===== src/rtl/rf_scoreboard_if.sv =====
// Decode/write-back side bundle of the register-file write scoreboard.
// master = pipeline stages driving events, slave = the scoreboard.
interface rf_scoreboard_if;
  localparam int unsigned RA_W = 5;
  localparam int unsigned WB_W = 38;

  logic            ds_valid;
  logic [RA_W-1:0] ds_rj;
  logic [RA_W-1:0] ds_rk;
  logic            ds_rj_used;
  logic            ds_rk_used;
  logic            ds_rf_we;
  logic [RA_W-1:0] ds_rf_waddr;
  logic            ds_issue;
  logic [WB_W-1:0] ws_rf_collect;
  logic            flush;
  logic            ds_stall;
  logic [RA_W-1:0] inflight_cnt;
  logic            sb_err;

  modport master (
    output ds_valid, ds_rj, ds_rk, ds_rj_used, ds_rk_used,
    output ds_rf_we, ds_rf_waddr, ds_issue, ws_rf_collect, flush,
    input  ds_stall, inflight_cnt, sb_err
  );

  modport slave (
    input  ds_valid, ds_rj, ds_rk, ds_rj_used, ds_rk_used,
    input  ds_rf_we, ds_rf_waddr, ds_issue, ws_rf_collect, flush,
    output ds_stall, inflight_cnt, sb_err
  );
endinterface


===== src/rtl/rf_scoreboard.sv =====
// Register-file write scoreboard: per-register pending-write counters that
// stall decode on RAW hazards and on a destination counter at its limit.
module rf_scoreboard #(
  parameter int unsigned CNT_W = 2
) (
  input  logic           clk,
  input  logic           resetn,
  rf_scoreboard_if.slave sb
);
  localparam int unsigned RA_W  = 5;
  localparam int unsigned NREG  = 32;
  localparam int unsigned TOT_W = CNT_W + RA_W;
  localparam logic [CNT_W-1:0] CNT_MAX = {CNT_W{1'b1}};
  localparam logic [TOT_W-1:0] TOT_SAT = TOT_W'(31);

  logic [CNT_W-1:0] cnt_q [1:NREG-1];
  logic [CNT_W-1:0] cnt_d [1:NREG-1];
  logic [CNT_W-1:0] cnt_v [0:NREG-1];
  logic [TOT_W-1:0] tot_q;
  logic [TOT_W-1:0] tot_d;
  logic [RA_W-1:0]  inflight_q;
  logic [RA_W-1:0]  inflight_d;
  logic             err_q;
  logic             err_d;

  logic             ie;
  logic             re;
  logic [RA_W-1:0]  ia;
  logic [RA_W-1:0]  ra;
  logic             h_j;
  logic             h_k;
  logic             h_d;
  logic             stall_c;
  logic             unused_wdata;

  // Write-back data is carried on the bundle but never needed here.
  assign unused_wdata = ^sb.ws_rf_collect[31:0];

  // Qualified issue and retire events; r0 is never tracked.
  always_comb begin
    ia = sb.ds_rf_waddr;
    ra = sb.ws_rf_collect[36:32];
    ie = sb.ds_issue & sb.ds_rf_we & (ia != '0);
    re = sb.ws_rf_collect[37] & (ra != '0);
  end

  // Read view with a permanently empty slot for r0.
  always_comb begin
    cnt_v[0] = '0;
    for (int r = 1; r < int'(NREG); r++) begin
      cnt_v[r] = cnt_q[r];
    end
  end

  // Counter, running-total and error next state; flush overrides everything.
  always_comb begin
    err_d = err_q;
    tot_d = tot_q;
    for (int r = 1; r < int'(NREG); r++) begin
      cnt_d[r] = cnt_q[r];
      if (sb.flush) begin
        cnt_d[r] = '0;
      end else if (ie && (ia == RA_W'(r)) && !(re && (ra == RA_W'(r)))) begin
        if (cnt_q[r] == CNT_MAX) begin
          err_d = 1'b1;
        end else begin
          cnt_d[r] = cnt_q[r] + CNT_W'(1);
          tot_d    = tot_d + TOT_W'(1);
        end
      end else if (re && (ra == RA_W'(r)) && !(ie && (ia == RA_W'(r)))) begin
        if (cnt_q[r] == '0) begin
          err_d = 1'b1;
        end else begin
          cnt_d[r] = cnt_q[r] - CNT_W'(1);
          tot_d    = tot_d - TOT_W'(1);
        end
      end
    end
    if (sb.flush) begin
      tot_d = '0;
    end
    inflight_d = (tot_d > TOT_SAT) ? RA_W'(31) : tot_d[RA_W-1:0];
  end

  // Hazard detection from current counters only; independent of ds_issue.
  always_comb begin
    h_j     = sb.ds_rj_used & (sb.ds_rj != '0) & (cnt_v[sb.ds_rj] != '0);
    h_k     = sb.ds_rk_used & (sb.ds_rk != '0) & (cnt_v[sb.ds_rk] != '0);
    h_d     = sb.ds_rf_we & (ia != '0) & (cnt_v[ia] == CNT_MAX);
    stall_c = sb.ds_valid & (h_j | h_k | h_d);
  end

  always_ff @(posedge clk or negedge resetn) begin
    if (!resetn) begin
      for (int r = 1; r < int'(NREG); r++) begin
        cnt_q[r] <= '0;
      end
      tot_q      <= '0;
      inflight_q <= '0;
      err_q      <= 1'b0;
    end else begin
      for (int r = 1; r < int'(NREG); r++) begin
        cnt_q[r] <= cnt_d[r];
      end
      tot_q      <= tot_d;
      inflight_q <= inflight_d;
      err_q      <= err_d;
    end
  end

  assign sb.ds_stall     = stall_c;
  assign sb.inflight_cnt = inflight_q;
  assign sb.sb_err       = err_q;
endmodule


===== src/flat_wrapper.sv =====
// flat-port wrapper written by rule: the top's interface ports become plain ports
module rf_scoreboard_flat 
#(
  parameter int unsigned CNT_W = 2
)
  (clk, resetn, sb_ds_valid, sb_ds_rj, sb_ds_rk, sb_ds_rj_used, sb_ds_rk_used, sb_ds_rf_we, sb_ds_rf_waddr, sb_ds_issue, sb_ws_rf_collect, sb_flush, sb_ds_stall, sb_inflight_cnt, sb_sb_err);
  rf_scoreboard_if sb_i ();
  input  logic clk;
  input  logic resetn;
  input wire logic [$bits(sb_i.ds_valid)-1:0] sb_ds_valid;
  input wire logic [$bits(sb_i.ds_rj)-1:0] sb_ds_rj;
  input wire logic [$bits(sb_i.ds_rk)-1:0] sb_ds_rk;
  input wire logic [$bits(sb_i.ds_rj_used)-1:0] sb_ds_rj_used;
  input wire logic [$bits(sb_i.ds_rk_used)-1:0] sb_ds_rk_used;
  input wire logic [$bits(sb_i.ds_rf_we)-1:0] sb_ds_rf_we;
  input wire logic [$bits(sb_i.ds_rf_waddr)-1:0] sb_ds_rf_waddr;
  input wire logic [$bits(sb_i.ds_issue)-1:0] sb_ds_issue;
  input wire logic [$bits(sb_i.ws_rf_collect)-1:0] sb_ws_rf_collect;
  input wire logic [$bits(sb_i.flush)-1:0] sb_flush;
  output wire logic [$bits(sb_i.ds_stall)-1:0] sb_ds_stall;
  output wire logic [$bits(sb_i.inflight_cnt)-1:0] sb_inflight_cnt;
  output wire logic [$bits(sb_i.sb_err)-1:0] sb_sb_err;
  assign sb_i.ds_valid = sb_ds_valid;
  assign sb_i.ds_rj = sb_ds_rj;
  assign sb_i.ds_rk = sb_ds_rk;
  assign sb_i.ds_rj_used = sb_ds_rj_used;
  assign sb_i.ds_rk_used = sb_ds_rk_used;
  assign sb_i.ds_rf_we = sb_ds_rf_we;
  assign sb_i.ds_rf_waddr = sb_ds_rf_waddr;
  assign sb_i.ds_issue = sb_ds_issue;
  assign sb_i.ws_rf_collect = sb_ws_rf_collect;
  assign sb_i.flush = sb_flush;
  assign sb_ds_stall = sb_i.ds_stall;
  assign sb_inflight_cnt = sb_i.inflight_cnt;
  assign sb_sb_err = sb_i.sb_err;
  rf_scoreboard #(.CNT_W(CNT_W)) u_core (.clk(clk), .resetn(resetn), .sb(sb_i));
endmodule

===== config.mk =====
export PLATFORM = sky130hd
export DESIGN_NAME = rf_scoreboard_flat
export DESIGN_NICKNAME = d
export VERILOG_FILES = /design/src/rtl/rf_scoreboard_if.sv /design/src/rtl/rf_scoreboard.sv /design/src/flat_wrapper.sv
export SDC_FILE = /design/constraint.sdc
export NUM_CORES = 1
export LEC_CHECK = 0
export CORE_MARGIN = 3
export CORE_UTILIZATION = 55
export CTS_BUF_LIST = sky130_fd_sc_hd__clkbuf_8
export CTS_CLUSTER_DIAMETER = 100
export DETAILED_ROUTE_END_ITERATION = 7
export PLACE_DENSITY_LB_ADDON = 0.08
export SYNTH_ARGS = -nofsm -noshare
export SYNTH_HDL_FRONTEND = slang
export SYNTH_SLANG_ARGS = --single-unit

===== constraint.sdc =====
create_clock -name clk -period 56.5 [get_ports clk]
set_clock_uncertainty 0.05 [all_clocks]
set_input_delay 11.3 -clock clk [delete_from_list [all_inputs] [get_ports clk]]
set_output_delay 11.3 -clock clk [all_outputs]
set_load 0.01 [all_outputs]

==> results.sh <==
export IMPL_outcome="finished clean"
export IMPL_yosys_warnings=0
export IMPL_io_buffer_count=35
export IMPL_syn_to_final_growth_pct=4.811
export IMPL_combPwrFrac_pct=56.6
export IMPL_finalMaxSlewViolations=0
export IMPL_fin_nets=2596
export IMPL_slowest_delay_ns=0.85
export IMPL_h_tree_depth=3
export IMPL_period_needed_ns=48.57
export IMPL_clock_sinks=75
export IMPL_drtIter0Drc=2440
export IMPL_coreArea_um2=31960
export IMPL_p_int_uw=124.6
export IMPL_async_reset_ff_share_pct=100.0
export IMPL_start_kind="primary input"
export IMPL_routed_wl_um=65200
export IMPL_grt_start_max_net_pins=80
export IMPL_pre_cts_ws_ns=8.374
export IMPL_rsz0062_at_grt="false"
export IMPL_ys_seq_area_share_pct=10.37
export IMPL_cts_buffers=9
export IMPL_p_switching_uw=113.9
export IMPL_die_x_um=187.4
export IMPL_grt_overflow_total=0
export IMPL_avgRoutedWirePerCell_um=22.38
export IMPL_grtUsageMet2_pct=57.48
export IMPL_fmax_mhz=20.59
export IMPL_hpwl_um=51050
export IMPL_synth_most_common_cell="nand2_1"
export IMPL_worst_slew_pin_slew_ns=1.189
export IMPL_antenna_cells=0
export IMPL_drive_above_1_share_pct=7.627
export IMPL_gp_congestion=1.005
export IMPL_crit_path_end_kind="flop"
export IMPL_route_detailed_vias_per_inst=6.796
export IMPL_min_path_type="reg2reg"
export IMPL_synth_top_cell_area_share_pct=10.37
export IMPL_postLayoutCoreUtil_pct=59.35
export IMPL_ant_nets=0
export IMPL_use_met3_pct=6.147
export IMPL_critPathMostFrequentCell="ha_1"
export IMPL_post_cts_resized=0
export IMPL_grt_pass1_vias=18124
export IMPL_dp_cells=2897
export IMPL_worstSkewPairLatency_ns=0.39
export IMPL_mappedNetlistNets=2636
export IMPL_fp_dieH_um=187.4
export IMPL_setup_viol=0
export IMPL_drtPass1Iterations=6
export IMPL_cts_hold_buf=0
export IMPL_root_buffer="clkbuf_8"
export IMPL_cpMaxStageDelayCell="or4b_1"
export IMPL_start_util_pct=56.63
export IMPL_p_clk_share_pct=19.5
export IMPL_avgSynthCellArea_um2=7.202
export IMPL_ys_seq_elements=75
export IMPL_crit_type="in2reg"
export IMPL_crit_fanout=12
export IMPL_clk_pin_slew_ns=0.09
export IMPL_fin_cells=2913
export IMPL_maxCapViolCount=0
export IMPL_synth_edf_count=0
export IMPL_grt_busiest_layer="met2"
export IMPL_finalCritPeriodShare_pct=85.97
export IMPL_p_sw_share_pct=47.74
export IMPL_grtUsageTotal_pct=35.84
export IMPL_cp_arrival_ns=48.77
export IMPL_leakage_nw=7.204
export IMPL_synth_cell_types=128
export IMPL_grt_antenna_before_repair=0
export IMPL_cts_tree="built"
export IMPL_hold_viol_final=0
export IMPL_vias=19798
export IMPL_drc=0
export IMPL_yosys_most_used_dff="dfrtp_1"
export IMPL_powerDensity_nw_per_um2=12.57
export IMPL_max_slew_margin_pct=19.61
export IMPL_cts_setup_buffers=0
export IMPL_setup_tns_ns=0
export IMPL_met1_usage_pct=47.51
export IMPL_fp_row_count=65
export IMPL_clk_path_buf_depth=2
export IMPL_yosys_area_top_type="dfrtp_1"
export IMPL_seq_power_share_pct=23.8
export IMPL_die_area_um2=35120
export IMPL_syn_inst=2513
export IMPL_netlist_area_um2=18100
export IMPL_grt_pass1_wl_um=101400
export IMPL_synth_common_cells="296 x nand2_1, 294 x nor2_1, 157 x xnor2_1"
export IMPL_critPathRequiredTime_ns=56.70
export IMPL_netlist_top_cells_area="dfrtp_1 10%, xnor2_1 7.6%, nand2_1 6.1%, nor2_1 6.1%, mux2i_1 4.5%"
export IMPL_ir_drop_v=0.00001330
export IMPL_boundaryPins=68
export IMPL_timing_final_ws_setup_ns=7.927
flip-flops by register name (all words and copies together) (netlist names):
signal and count:
u_core.sb.inflight_cnt 5, u_core.cnt_q 62, u_core.sb.sb_err 1, u_core.tot_q 7
stage by stage:
stage / hold slack [ns] / total power, mW / instance area (um2)
5_1_grt: 0.4904 / 0.2545 / 18970
3_3_place_gp: 0.4145 / 0.1863 / 18760
3_5_place_dp: 0.4124 / 0.1894 / 18760
4_1_cts: 0.4450 / 0.2363 / 18970
6_report: 0.4638 / 0.2385 / 18970
2_1_floorplan: 0.4432 / 0.1544 / 18100
kinds of logic (layout without fill, tap and decap cells):
| family | Yosys count | after routing | synth area share, % |
|---|---|---|---|
| compound gates | 574 | 574 | 22.36 |
| xor+xnor | 272 | 272 | 16.12 |
| fa+ha+maj | 62 | 62 | 4.286 |
| buf+inv | 199 | 164 | 4.265 |
| flops | 75 | 75 | 10.37 |
| mux | 121 | 121 | 8.628 |
| simple gates | 1210 | 1210 | 33.97 |
routing by layer:
| layer | share of wire (%) | routed length, um |
|---|---|---|
| met1 | 41 | 26820 |
| met2 | 44 | 28990 |
| met3 | 9.4 | 6156 |
| met4 | 5.0 | 3243 |
| met5 | 0 | 0 |
worst max-delay path: cells and delay by family:
kind	cells	cell delay, ns
AO/OA/AOI/OAI	66	15.33
AND/OR/NAND/NOR	52	9.69
adder cells (fa/ha/maj)	30	9.29
buffers and inverters	10	1.39
multiplexers	5	1.36
XOR/XNOR	1	0.40
layout make-up:
type                       instances  area (um2)
inverter                          83       311.5
tap                              435       544.3
timing repair buffer              65       578.1
sequential                        75        1877
clock buffer                      10       137.6
multi-input combinational       2239       15450
fill                            3051       12990
clock inverter                     6       71.32
power by group through the flow:
stage	clock [mW]	combinational [mW]	sequential, mW
floorplan	0	0.0971	0.0574
global placement	0	0.129	0.0577
detailed placement	0	0.132	0.0577
CTS	0.0470	0.133	0.0567
global route	0.0493	0.148	0.0570
finish	0.0466	0.135	0.0568
cell usage in the layout, fill, tap and decap left out, types with 21 or more instances in the layout:
master and count:
dfrtp_1 75, and3_1 42, mux2i_1 82, or2_2 24, nand2_1 296, nand4_1 52
a21o_1 34, xor2_1 74, nor3_1 110, nand2b_1 25, nor4_1 52, mux4_2 25
o31ai_1 21, or3_1 49, a21oi_1 133, a211oi_1 25, ha_1 62, xnor2_1 157
nor2_1 294, inv_1 75, buf_4 31, xnor3_1 23, o211ai_1 21, o21ai_0 118
clkdlybuf4s50_1 33, nand3_1 109
worst paths after layout:
path	from	slack, ns	to	cells after the start
hold reg to reg	u_core.sb.sb_err$_DFF_PN0_	0.46	u_core.sb.sb_err$_DFF_PN0_	1
hold / removal	u_core.sb.sb_err$_DFF_PN0_	0.46	u_core.sb.sb_err$_DFF_PN0_	1
setup / recovery	sb_ws_rf_collect[36]	7.93	u_core.sb.inflight_cnt[4]$_DFF_PN0_	164
min in group asynchronous	resetn	11.01	u_core.sb.inflight_cnt[3]$_DFF_PN0_	1
setup reg to reg	u_core.tot_q[0]$_DFF_PN0_	19.15	u_core.sb.inflight_cnt[4]$_DFF_PN0_	164
max in group asynchronous	resetn	44.69	u_core.cnt_q[18]$_DFFE_PN0P_	1
Note: power is estimated with default switching activity, not from simulation.
